### config.mk
export PLATFORM = sky130hd
export DESIGN_NAME = pcie_dl_fc_init_ctrl
export DESIGN_NICKNAME = d
export VERILOG_FILES = /design/src/rtl/pcie_dl_fc_init_ctrl.sv
export SDC_FILE = /design/constraint.sdc
export NUM_CORES = 1
export LEC_CHECK = 0
export CAP_MARGIN = 0
export CORE_MARGIN = 4
export CORE_UTILIZATION = 23
export CTS_CLUSTER_SIZE = 20
export DETAILED_ROUTE_END_ITERATION = 8
export DONT_BUFFER_PORTS = 1
export HOLD_SLACK_MARGIN = 0.03
export SYNTH_ARGS = -nofsm -noshare
export SYNTH_HDL_FRONTEND = slang
export SYNTH_SLANG_ARGS = --single-unit
### constraint.sdc
create_clock -name clk_i -period 2.4 [get_ports clk_i]
set_input_delay 0.24 -clock clk_i [delete_from_list [all_inputs] [get_ports clk_i]]
set_output_delay 0.24 -clock clk_i [all_outputs]
set_load 0.1 [all_outputs]
### src/rtl/pcie_dl_fc_init_ctrl.sv
// VC0 flow-control initialization engine: sends InitFC1/InitFC2 DLLP sets,
// captures the link partner's credits and reports fc1/fc2 completion.
module pcie_dl_fc_init_ctrl #(
    parameter logic [7:0]  PH_CREDITS    = 8'd32,
    parameter logic [11:0] PD_CREDITS    = 12'd256,
    parameter logic [7:0]  NPH_CREDITS   = 8'd32,
    parameter logic [11:0] NPD_CREDITS   = 12'd64,
    parameter logic [7:0]  CPLH_CREDITS  = 8'd0,
    parameter logic [11:0] CPLD_CREDITS  = 12'd0,
    parameter int unsigned RESEND_CYCLES = 4250
) (
    input  logic        clk_i,
    input  logic        rst_i,
    input  logic        init_flow_control_i,
    input  logic        soft_reset_i,
    input  logic        rx_dllp_valid_i,
    input  logic [7:0]  rx_dllp_type_i,
    input  logic [7:0]  rx_hdr_fc_i,
    input  logic [11:0] rx_data_fc_i,
    output logic        tx_dllp_valid_o,
    input  logic        tx_dllp_ready_i,
    output logic [7:0]  tx_dllp_type_o,
    output logic [7:0]  tx_hdr_fc_o,
    output logic [11:0] tx_data_fc_o,
    output logic        fc1_values_stored_o,
    output logic        fc2_values_stored_o,
    output logic [7:0]  ph_o,
    output logic [7:0]  nph_o,
    output logic [7:0]  cplh_o,
    output logic [11:0] pd_o,
    output logic [11:0] npd_o,
    output logic [11:0] cpld_o
);

    localparam int unsigned TW = $clog2(RESEND_CYCLES + 1);

    typedef enum logic [1:0] {ST_IDLE, ST_FC1, ST_FC2, ST_DONE} state_e;

    state_e      state_q, state_d;
    logic [2:0]  cap_q, cap_d;
    logic        fc1_q, fc1_d, fc2_q, fc2_d;
    logic        set_seen_q, set_seen_d;
    logic        set_fc2_q, set_fc2_d;
    logic [1:0]  idx_q, idx_d;
    logic        gap_q, gap_d;
    logic [TW-1:0] timer_q, timer_d;
    logic        tx_valid_q, tx_valid_d;
    logic [7:0]  tx_type_q, tx_type_d, tx_hdr_q, tx_hdr_d;
    logic [11:0] tx_data_q, tx_data_d;
    logic [7:0]  ph_q, ph_d, nph_q, nph_d, cplh_q, cplh_d;
    logic [11:0] pd_q, pd_d, npd_q, npd_d, cpld_q, cpld_d;

    logic        rx_vc0, rx_init, rx_fc2ev;
    logic [1:0]  rx_kind, rx_cls;
    logic        accept, launch, launch_fc2, new_ok;
    logic [1:0]  launch_idx;

    // Type byte: [7:6] kind (01 InitFC1, 11 InitFC2, 10 UpdateFC), [5:4] P/NP/Cpl, [3:0] zero for VC0
    always_comb begin
        rx_kind  = rx_dllp_type_i[7:6];
        rx_cls   = rx_dllp_type_i[5:4];
        rx_vc0   = rx_dllp_valid_i && (rx_dllp_type_i[3:0] == 4'h0) && (rx_cls != 2'b11);
        rx_init  = rx_vc0 && ((rx_kind == 2'b01) || (rx_kind == 2'b11));
        rx_fc2ev = rx_vc0 && ((rx_kind == 2'b11) || (rx_kind == 2'b10));
    end

    always_comb begin
        state_d    = state_q;
        cap_d      = cap_q;
        fc1_d      = fc1_q;
        fc2_d      = fc2_q;
        set_seen_d = set_seen_q;
        set_fc2_d  = set_fc2_q;
        idx_d      = idx_q;
        gap_d      = gap_q;
        timer_d    = timer_q;
        tx_valid_d = tx_valid_q;
        tx_type_d  = tx_type_q;
        tx_hdr_d   = tx_hdr_q;
        tx_data_d  = tx_data_q;
        ph_d       = ph_q;
        pd_d       = pd_q;
        nph_d      = nph_q;
        npd_d      = npd_q;
        cplh_d     = cplh_q;
        cpld_d     = cpld_q;
        accept     = tx_valid_q && tx_dllp_ready_i;
        launch     = 1'b0;
        launch_idx = 2'd0;
        launch_fc2 = 1'b0;
        new_ok     = 1'b0;

        if (soft_reset_i || !init_flow_control_i) begin
            state_d    = ST_IDLE;
            cap_d      = 3'b000;
            fc1_d      = 1'b0;
            fc2_d      = 1'b0;
            set_seen_d = 1'b0;
            set_fc2_d  = 1'b0;
            idx_d      = 2'd0;
            gap_d      = 1'b0;
            timer_d    = '0;
            tx_valid_d = 1'b0;
            tx_type_d  = 8'h00;
            tx_hdr_d   = 8'h00;
            tx_data_d  = 12'h000;
            ph_d       = 8'h00;
            pd_d       = 12'h000;
            nph_d      = 8'h00;
            npd_d      = 12'h000;
            cplh_d     = 8'h00;
            cpld_d     = 12'h000;
        end else begin
            case (state_q)
                ST_IDLE: begin
                    state_d = ST_FC1;
                    launch  = 1'b1;
                end
                ST_FC1: begin
                    if (rx_init) begin
                        case (rx_cls)
                            2'd0: if (!cap_q[0]) begin
                                cap_d[0] = 1'b1;
                                ph_d     = rx_hdr_fc_i;
                                pd_d     = rx_data_fc_i;
                            end
                            2'd1: if (!cap_q[1]) begin
                                cap_d[1] = 1'b1;
                                nph_d    = rx_hdr_fc_i;
                                npd_d    = rx_data_fc_i;
                            end
                            default: if (!cap_q[2]) begin
                                cap_d[2] = 1'b1;
                                cplh_d   = rx_hdr_fc_i;
                                cpld_d   = rx_data_fc_i;
                            end
                        endcase
                    end
                    fc1_d = &cap_d;
                    if (fc1_q && set_seen_q) state_d = ST_FC2;
                end
                ST_FC2: begin
                    if (rx_fc2ev) begin
                        fc2_d   = 1'b1;
                        state_d = ST_DONE;
                    end
                end
                default: ;
            endcase

            // DLLP set sequencing; a set's type is fixed by the state when its P DLLP launches
            new_ok = (state_d != ST_DONE);
            if (state_q != ST_IDLE) begin
                if (accept) begin
                    tx_valid_d = 1'b0;
                    if (idx_q == 2'd2) begin
                        gap_d   = 1'b1;
                        timer_d = '0;
                        if (!set_fc2_q) set_seen_d = 1'b1;
                    end else if (new_ok) begin
                        launch     = 1'b1;
                        launch_idx = 2'(idx_q + 2'd1);
                        launch_fc2 = set_fc2_q;
                    end
                end else if (gap_q) begin
                    if ((timer_q == TW'(RESEND_CYCLES - 1)) && new_ok) begin
                        gap_d      = 1'b0;
                        launch     = 1'b1;
                        launch_fc2 = (state_q == ST_FC2);
                    end else if (timer_q < TW'(RESEND_CYCLES)) begin
                        timer_d = TW'(timer_q + TW'(1));
                    end
                end
            end

            if (launch) begin
                tx_valid_d = 1'b1;
                idx_d      = launch_idx;
                set_fc2_d  = launch_fc2;
                tx_type_d  = {(launch_fc2 ? 2'b11 : 2'b01), launch_idx, 4'h0};
                case (launch_idx)
                    2'd0: begin
                        tx_hdr_d  = PH_CREDITS;
                        tx_data_d = PD_CREDITS;
                    end
                    2'd1: begin
                        tx_hdr_d  = NPH_CREDITS;
                        tx_data_d = NPD_CREDITS;
                    end
                    default: begin
                        tx_hdr_d  = CPLH_CREDITS;
                        tx_data_d = CPLD_CREDITS;
                    end
                endcase
            end
        end
    end

    always_ff @(posedge clk_i or posedge rst_i) begin
        if (rst_i) begin
            state_q    <= ST_IDLE;
            cap_q      <= 3'b000;
            fc1_q      <= 1'b0;
            fc2_q      <= 1'b0;
            set_seen_q <= 1'b0;
            set_fc2_q  <= 1'b0;
            idx_q      <= 2'd0;
            gap_q      <= 1'b0;
            timer_q    <= '0;
            tx_valid_q <= 1'b0;
            tx_type_q  <= 8'h00;
            tx_hdr_q   <= 8'h00;
            tx_data_q  <= 12'h000;
            ph_q       <= 8'h00;
            pd_q       <= 12'h000;
            nph_q      <= 8'h00;
            npd_q      <= 12'h000;
            cplh_q     <= 8'h00;
            cpld_q     <= 12'h000;
        end else begin
            state_q    <= state_d;
            cap_q      <= cap_d;
            fc1_q      <= fc1_d;
            fc2_q      <= fc2_d;
            set_seen_q <= set_seen_d;
            set_fc2_q  <= set_fc2_d;
            idx_q      <= idx_d;
            gap_q      <= gap_d;
            timer_q    <= timer_d;
            tx_valid_q <= tx_valid_d;
            tx_type_q  <= tx_type_d;
            tx_hdr_q   <= tx_hdr_d;
            tx_data_q  <= tx_data_d;
            ph_q       <= ph_d;
            pd_q       <= pd_d;
            nph_q      <= nph_d;
            npd_q      <= npd_d;
            cplh_q     <= cplh_d;
            cpld_q     <= cpld_d;
        end
    end

    assign tx_dllp_valid_o     = tx_valid_q;
    assign tx_dllp_type_o      = tx_type_q;
    assign tx_hdr_fc_o         = tx_hdr_q;
    assign tx_data_fc_o        = tx_data_q;
    assign fc1_values_stored_o = fc1_q;
    assign fc2_values_stored_o = fc2_q;
    assign ph_o                = ph_q;
    assign pd_o                = pd_q;
    assign nph_o               = nph_q;
    assign npd_o               = npd_q;
    assign cplh_o              = cplh_q;
    assign cpld_o              = cpld_q;

endmodule

==> results of run 1 <==
[synth_stat cells, types with 3 or more instances]
| master | number | share of area [%] |
|---|---|---|
| o21ai_0 | 7 | 0.81 |
| ha_1 | 3 | 0.87 |
| nand2_1 | 133 | 12 |
| a31oi_1 | 8 | 1.2 |
| nor2b_1 | 6 | 0.87 |
| buf_4 | 22 | 3.8 |
| nor4_1 | 3 | 0.43 |
| a21oi_1 | 73 | 8.5 |
| nand4_1 | 8 | 1.2 |
| nand3_1 | 6 | 0.70 |
| and3_1 | 6 | 0.87 |
| or4_1 | 4 | 0.70 |
| nor2_1 | 16 | 1.4 |
| inv_1 | 9 | 0.78 |
| clkbuf_1 | 18 | 1.6 |
| o31ai_1 | 4 | 0.70 |
| o21a_1 | 5 | 0.87 |
| buf_2 | 9 | 1.0 |
| a31o_1 | 3 | 0.61 |
| dfrtp_1 | 90 | 52 |
[logic make-up (layout without fill, tap and decap cells)]
| family | Yosys count | count (layout) |
|---|---|---|
| flops | 90 | 90 |
| mux | 1 | 1 |
| fa+ha+maj | 3 | 3 |
| other cells | 1 | 22 |
| buf+inv | 59 | 113 |
| compound gates | 116 | 116 |
| simple gates | 208 | 208 |
[final cells by class]
class | count | area share (%)
Antenna cell | 1 | 0.0459
Clock buffer | 9 | 4.13
Clock inverter | 7 | 1.40
Inverter | 9 | 0.689
Multi-Input combinational cell | 349 | 33.5
Sequential cell | 90 | 41.4
Tap cell | 229 | 5.26
Timing Repair Buffer | 88 | 13.5
[timing repair]
action	4_1_cts	5_1_grt
hold endpoints to repair	96	0
resized for setup	0	1
endpoints found under the setup margin	0	5
hold buffers	21	0
[power breakdown]
group	switching [W]	internal [W]
combinational	0.000281	0.0000569
clock	0.000668	0.000820
sequential	0.00000538	0.00152
[sequential cells by signal, summed over array words and instances (netlist names), 8 cells and up]
register	cells
cpld_o	12
cplh_o	8
npd_o	12
nph_o	8
pd_o	12
ph_o	8
timer_q	13
[worst paths after layout]
| check | to | cells after the start | slack (ps) | from |
|---|---|---|---|---|
| min in group asynchronous | timer_q[4] | 2 | 560 | rst_i |
| setup / recovery | timer_q[10] | 7 | 260 | idx_q[0] |
| max in group asynchronous | npd_o[0] | 3 | 1140 | rst_i |
| setup reg to reg | timer_q[10] | 7 | 260 | idx_q[0] |
| hold / removal | cap_q[1] | 2 | 40 | rx_dllp_type_i[4] |
| hold reg to reg | tx_data_fc_o[8] | 1 | 510 | tx_data_fc_o[8] |
[per-stage QoR]
stage | instances | cell area, um2
floorplan | 498 | 4400
global placement | 744 | 4930
detailed placement | 744 | 4930
CTS | 781 | 5450
global route | 782 | 5450
finish | 782 | 5450
[layer usage]
layer  share of wire, %  global-route usage, %  up-vias
li1                   -                      -     1740
met1                 45                   15.2     1777
met2                 47                   18.7      104
met3                6.7                   3.96       18
met4                1.9                   4.13        0
met5                  0                      0        -
==> results.json, run 1 <==
{
  "track_usage_pct": 11.8,
  "dieArea_um2": 21000,
  "clock_sinks": 90,
  "mostFrequentLayoutCells": "133 x nand2_1, 88 x dfrtp_1, 73 x a21oi_1",
  "via_count": 3639,
  "die_w_um": 145,
  "outcome": "complete, no violations",
  "p_per_area_nw_per_um2": 615,
  "mostFrequentLayoutCell": "nand2_1",
  "die_h_um": 145,
  "synth_compound_area_share_pct": 15.9,
  "async_flop_share_pct": 100,
  "syn_area_um2": 4320,
  "layout-drive-gt1-share_pct": 18.3,
  "rsz0062_at_grt": "no",
  "clock.fmax_ghz": 0.467,
  "p_leak_nw": 2.30,
  "start_kind": "register",
  "synth_top_flop_cell": "dfrtp_1",
  "whs_ps": 42.0,
  "cts_buffers": 9,
  "clockBufferDepth": 2,
  "synthSimpleGateAreaFrac_pct": 23.2,
  "dp_hpwl_um": 8470,
  "wl_per_cell_um": 16.0,
  "drv_slew": 0,
  "maxCapViolCount": 0,
  "preCtsSetupSlack_ps": 144,
  "period_minus_slack_ps": 2140,
  "endpoint_kind": "register",
  "hold_class": "input pin to register",
  "avgSynthCellArea_um2": 9.03,
  "ys_seq_area_share_pct": 52.2,
  "fin_ws_ps": 261,
  "cts_tree": "built",
  "portBuffers": 0,
  "max-slew-margin-rel_pct": 37.9,
  "grt_start_max_net_pins": 72,
  "fin_util_pct": 29.9,
  "fill_cells": 1891,
  "synth_top_family_by_area": "simple AND/OR/NAND/NOR gates",
  "crit_slowest_cell": "or4_1",
  "start_util_pct": 23.7,
  "power.total_w": 0.00335,
  "ios": 125,
  "final-setup-viol-count": 0,
  "rows": 49,
  "grt_antenna_before_repair": 1,
  "clk_pin_slew_ps": 70,
  "synthMuxAreaShare_pct": 0.232,
  "final_nets": 584,
  "drc_errors": 0,
  "fin_crit_sh_pct": 89.1,
  "cp_top_family": "simple AND/OR/NAND/NOR gates",
  "vias_per_cell": 4.65,
  "yosys.area_share.adder_pct": 0.870,
  "htreeDepth": 3,
  "core_um2": 18200,
  "max_stage_delay_ps": 520,
  "multi_input_area_um2": 1830,
  "area_growth_pct": 26.3,
  "seq_area_um2": 2250,
  "finalHoldViolCount": 0,
  "cts_root_buf": "clkbuf_16",
  "critPathBufInv": 1,
  "required_ps": 2670,
  "syn_inst": 478,
  "drtPass1Iterations": 4,
  "path_max_fanout": 9,
  "place_congestion": 0.791,
  "cts_setup_buffers": 0,
  "final_antenna_net_count": 0,
  "synth-xor-area-share_pct": 0,
  "drt_iter0_drc": 215,
  "peakVddDrop_mv": 0.323,
  "clock_latency_ps": 350,
  "gr-total-overflow": 0,
  "synth-edff-count": 0,
  "grt_pass1_vias": 3524,
  "synth_seq_cells": 90,
  "fin_skew_ps": 11.6,
  "grt_pass1_wl_um": 20100,
  "setup-tns-final_ps": 0,
  "ys_warn_count": 0,
  "tightest_slew_ps": 931,
  "path_class": "register to register",
  "synth_cell_types": 56,
  "arrival_ps": 2410,
  "crit_chain": "inv_1 > ha_1 > and3b_1 > o21ai_1 > nand3_4 > or4_1 > a21oi_1",
  "wirelength_um": 12500
}
Note: power is estimated with default switching activity, not from simulation.
==> run 2: changes to the inputs <==
--- a/config.mk
+++ b/config.mk
@@ -11,7 +11,9 @@
 export CTS_CLUSTER_SIZE = 20
 export DETAILED_ROUTE_END_ITERATION = 8
 export DONT_BUFFER_PORTS = 1
-export HOLD_SLACK_MARGIN = 0.03
+export HOLD_SLACK_MARGIN = 0.08
+export RECOVER_POWER = 50
 export SYNTH_ARGS = -nofsm -noshare
 export SYNTH_HDL_FRONTEND = slang
 export SYNTH_SLANG_ARGS = --single-unit
+export TNS_END_PERCENT = 20
==> run 2 against run 1 <==
  * Global-route usage up 0.053 points
  * Register-to-register slack about the same
  * Largest cell class unchanged
  * Non-clock buffer count up 2
  * Sequential power about the same
  * Count of clock-buffer cells in the layout unchanged
  * Sequential share of layout area up 1.4 points
  * Hold slack better by 67 ps
  * Die area unchanged
  * Utilization down 0.96 points
  * Cell count up 0.26%
==> results.json, run 2 (same netlist as run 1, synthesis figures left out) <==
{
  "outcome": "complete, no violations",
  "start_kind": "register",
  "p_clk_share_pct": 44.4,
  "pwr-share-seq_pct": 45.5,
  "grt_start_max_net_pins": 72,
  "track_usage_pct": 11.9,
  "cts_setup_buffers": 0,
  "rsz0062_at_grt": "no",
  "maxCapViolCount": 0,
  "p_per_area_nw_per_um2": 636,
  "drtPass1Iterations": 4,
  "place_area_um2": 4930,
  "clock_latency_ps": 350,
  "start_util_pct": 23.7,
  "finalHoldViolCount": 0,
  "clockBufferDepth": 2,
  "vias_per_cell": 4.69,
  "clock_sinks": 90,
  "via_count": 3680,
  "die_h_um": 145,
  "wirelength_um": 12600,
  "grt_pass1_vias": 3530,
  "peakVddDrop_mv": 0.321,
  "whs_ps": 109,
  "drc_errors": 0,
  "final_nets": 586,
  "p_int_w": 0.00240,
  "required_ps": 2670,
  "clk_pin_slew_ps": 70,
  "path_class": "register to register",
  "portBuffers": 0,
  "p_leak_nw": 2.09,
  "mostFrequentLayoutCells": "133 x nand2_1, 88 x dfrtp_1, 73 x a21oi_1",
  "htreeDepth": 3,
  "fill_cells": 1932,
  "drt_iter0_drc": 193,
  "clock.fmax_ghz": 0.466,
  "mostFrequentLayoutCell": "nand2_1",
  "drv_slew": 0,
  "place_congestion": 0.791,
  "grt_pass1_wl_um": 20200,
  "hold_class": "input pin to register",
  "switchingPower_w": 0.000957,
  "gr-total-overflow": 0,
  "ios": 125,
  "path_max_fanout": 9,
  "period_minus_slack_ps": 2150,
  "final-setup-viol-count": 0,
  "switching_share_pct": 28.6,
  "combPwrFrac_pct": 10.0,
  "largest_register_ffs": 13,
  "dieArea_um2": 21000,
  "layout-drive-gt1-share_pct": 8.84,
  "top_register": "timer_q",
  "endpoint_kind": "register",
  "area_growth_pct": 22.2,
  "finalInstanceArea_um2": 5270,
  "fin_crit_sh_pct": 89.4,
  "cts_root_buf": "clkbuf_16",
  "max-slew-margin-rel_pct": 12.4,
  "die_w_um": 145,
  "core_um2": 18200,
  "cts_buffers": 9,
  "wl_per_cell_um": 16.0,
  "final_antenna_net_count": 0,
  "setup-tns-final_ps": 0,
  "grt_antenna_before_repair": 1,
  "dp_hpwl_um": 8470,
  "arrival_ps": 2410,
  "cts_tree": "built",
  "fin_skew_ps": 12.0,
  "tightest_slew_ps": 1310,
  "rows": 49
}
[run 2: cell count changes in the layout (fill, tap and decap cells not counted), sizes merged]
cell	change
buf	-52
clkbuf	+52
dlygate4sd3	+2
[run 2: worst paths after layout]
path / startpoint / endpoint / slack (ps) / cells after the start
setup / recovery: idx_q[0] / timer_q[10] / 250 / 7
hold / removal: tx_dllp_ready_i / tx_dllp_valid_o / 110 / 2
setup reg to reg: idx_q[0] / timer_q[10] / 250 / 7
hold reg to reg: tx_data_fc_o[8] / tx_data_fc_o[8] / 510 / 1
max in group asynchronous: rst_i / npd_o[4] / 700 / 3
min in group asynchronous: rst_i / timer_q[4] / 570 / 2
[run 2: layout make-up]
type	instances	area [um2]	share of cell area, %
diodes	1	2.50	0.0474
clock buffers	9	225	4.27
clock inverters	7	76.3	1.45
inverters	9	37.5	0.712
multi-input cells	349	1830	34.7
flip-flops and latches	90	2250	42.8
well taps	229	287	5.43
repair buffers	90	563	10.7
[run 2: timing repair]
item | CTS | global route
setup endpoints to repair | 0 | 5
hold buffers | 23 | 0
gates resized for setup | 0 | 1
hold endpoints to repair | 99 | 0
[run 2: through the flow]
stage / utilization [%] / setup WS [ps] / total power (W) / instances
global placement: 27.1 / 218 / 0.00186 / 744
finish: 29.0 / 255 / 0.00335 / 784
global route: 29.0 / 114 / 0.00348 / 784
floorplan: - / 38.5 / 0.00184 / 498
detailed placement: 27.1 / 144 / 0.00186 / 744
CTS: 30.0 / 134 / 0.00341 / 783
[run 2: critical path: stages, from the launching register on]
cell,delay [ps]
dfrtp_2,400
inv_1,70
ha_1,230
and3b_1,250
o21ai_1,290
nand3_4,160
or4_1,520
a21oi_1,150
[run 2: power by group through the flow]
stage | Combinational [W] | Sequential, W | Clock, W
global placement | 0.000300 | 0.00156 | 0
detailed placement | 0.000301 | 0.00156 | 0
CTS | 0.000344 | 0.00153 | 0.00154
finish | 0.000336 | 0.00153 | 0.00149
global route | 0.000356 | 0.00153 | 0.00160
floorplan | 0.000245 | 0.00159 | 0
[run 2: routing by layer]
metal	vias up	global-route usage (%)	share of wire (%)
met4	0	4.04	1.7
met5	-	0	0
met3	18	3.96	6.4
li1	1748	-	-
met1	1806	15.3	45
met2	108	18.7	47
==> run 3: changes to the inputs <==
==> constraint.sdc (replaced) <==
create_clock -name clk_i -period 2.4 [get_ports clk_i]
set_input_delay 0.36 -clock clk_i [delete_from_list [all_inputs] [get_ports clk_i]]
set_output_delay 0.36 -clock clk_i [all_outputs]
set_load 0.1 [all_outputs]
==> run 3 against run 2 <==
  * Global-route usage fell by 0.37 points
  * First-iteration DRC count rose by 2.6%
  * Die area did not move
  * Combinational power fell by 18%
  * Sequential power barely moved
  * Cell count fell by 3.7%
  * Hold slack improved by 24 ps
  * Utilization fell by 0.84 points
  * Clock power barely moved
==> results.json, run 3 (same netlist as run 1, synthesis figures left out) <==
{
  "drc_errors": 0,
  "tightest_slew_ps": 1320,
  "track_usage_pct": 11.5,
  "outcome": "complete, no violations",
  "dieArea_um2": 21000,
  "top_layer": "met4",
  "critPathBufInv": 2,
  "mostFrequentLayoutCells": "133 x nand2_1, 90 x dfrtp_1, 73 x a21oi_1",
  "wl_met1_um": 5400,
  "fill_cells": 1913,
  "n_antenna_cell": 0,
  "grt_antenna_before_repair": 0,
  "final-setup-viol-count": 0,
  "dp_hpwl_um": 8610,
  "clk_pin_slew_ps": 70,
  "htreeDepth": 3,
  "endpoint_kind": "register",
  "vias_per_cell": 4.61,
  "grt_pass1_vias": 3319,
  "hold_class": "input pin to register",
  "clock.fmax_ghz": 0.456,
  "p_leak_nw": 2.06,
  "die_h_um": 145,
  "seq_area_um2": 2250,
  "final_antenna_net_count": 0,
  "met2_wirelength_um": 5660,
  "peakVddDrop_mv": 0.380,
  "path_class": "register to register",
  "top_register": "timer_q",
  "rsz0062_at_grt": "no",
  "final_nets": 558,
  "mostFrequentLayoutCell": "nand2_1",
  "portBuffers": 0,
  "max-slew-margin-rel_pct": 12.0,
  "fin_skew_ps": 8.67,
  "place_area_um2": 4920,
  "cts_buffers": 9,
  "drv_slew": 0,
  "crit_slowest_cell": "or4_1",
  "max_stage_delay_ps": 520,
  "largest_register_ffs": 13,
  "via_count": 3483,
  "met3_length_um": 938,
  "layout-drive-gt1-share_pct": 11.6,
  "fin_crit_sh_pct": 91.3,
  "p_per_area_nw_per_um2": 644,
  "multi_input_area_um2": 1830,
  "finalHoldViolCount": 0,
  "gr-total-overflow": 0,
  "clock_sinks": 90,
  "arrival_ps": 2460,
  "place_congestion": 0.834,
  "maxCapViolCount": 0,
  "cts_root_buf": "clkbuf_16",
  "period_minus_slack_ps": 2190,
  "finalInstanceArea_um2": 5120,
  "wirelength_um": 12200,
  "die_w_um": 145,
  "start_kind": "register",
  "ios": 125,
  "drt_iter0_drc": 198,
  "crit_chain": "inv_1 > ha_1 > and3b_1 > o21ai_0 > buf_4 > nand3_4 > or4_1 > a21oi_1",
  "path_max_fanout": 9,
  "clockBufferDepth": 2,
  "core_um2": 18200,
  "area_growth_pct": 18.7,
  "fin_util_pct": 28.1,
  "cts.repair.resized": 0,
  "rows": 49,
  "grt_pass1_wl_um": 19300,
  "cts_tree": "built",
  "cp_top_family": "simple AND/OR/NAND/NOR gates",
  "grt_start_max_net_pins": 77,
  "drtPass1Iterations": 6,
  "wl_per_cell_um": 16.1,
  "required_ps": 2670,
  "clock_latency_ps": 350,
  "start_util_pct": 23.7
}
## run 3: changes by cell type in the layout (fill, tap and decap cells not counted), sizes merged
| cell | delta |
|---|---|
| diode | -1 |
| dlygate4sd3 | -22 |
| clkinvlp | -1 |
| clkbuf | -19 |
| buf | +14 |
## run 3: report_power, final
part,internal (W),switching [W],leakage (nW),total (W)
clock,0.000847,0.000629,0.154,0.00148
combinational,0.0000307,0.000247,0.657,0.000277
sequential,0.00152,0.0000213,1.25,0.00154
total,0.00240,0.000897,2.06,0.00330
## run 3: path summary, 6_finish.rpt
kind | slack, ps | depth (start not counted) | endpoint | from
max in group asynchronous | 1010 | 3 | ph_o[1] | rst_i
hold / removal | 130 | 2 | ph_o[4] | rx_hdr_fc_i[4]
setup reg to reg | 210 | 8 | timer_q[11] | idx_q[0]
setup / recovery | 210 | 8 | timer_q[11] | idx_q[0]
hold reg to reg | 520 | 2 | nph_o[1] | nph_o[1]
min in group asynchronous | 550 | 2 | timer_q[4] | rst_i
## run 3: stage by stage
stage	TNS, ps	hold WS, ps	instances	total power [W]	setup WS (ps)
global route	0	122	755	0.00344	31.4
detailed placement	0	235	738	0.00185	220
CTS	0	113	755	0.00336	201
finish	0	134	755	0.00330	209
floorplan	-2090	486	498	0.00184	-261
global placement	0	240	738	0.00185	278
## run 3: timing repair
| action | in CTS | in global routing |
|---|---|---|
| hold buffers | 1 | 0 |
| buffers inserted | 0 | 0 |
| hold endpoints to repair | 14 | 0 |
## run 3: layout make-up
type,instances,area share (%)
Clock buffer,10,4.67
Clock inverter,6,1.37
Inverter,9,0.684
Multi-Input combinational cell,349,35.7
Sequential cell,90,44.0
Tap cell,229,5.59
Timing Repair Buffer,62,8.01
## run 3: routing by layer
metal	up-vias	global-route usage (%)
li1	1692	-
met1	1671	15.1
met2	109	17.8
met3	11	3.68
met4	0	4.28
met5	-	0
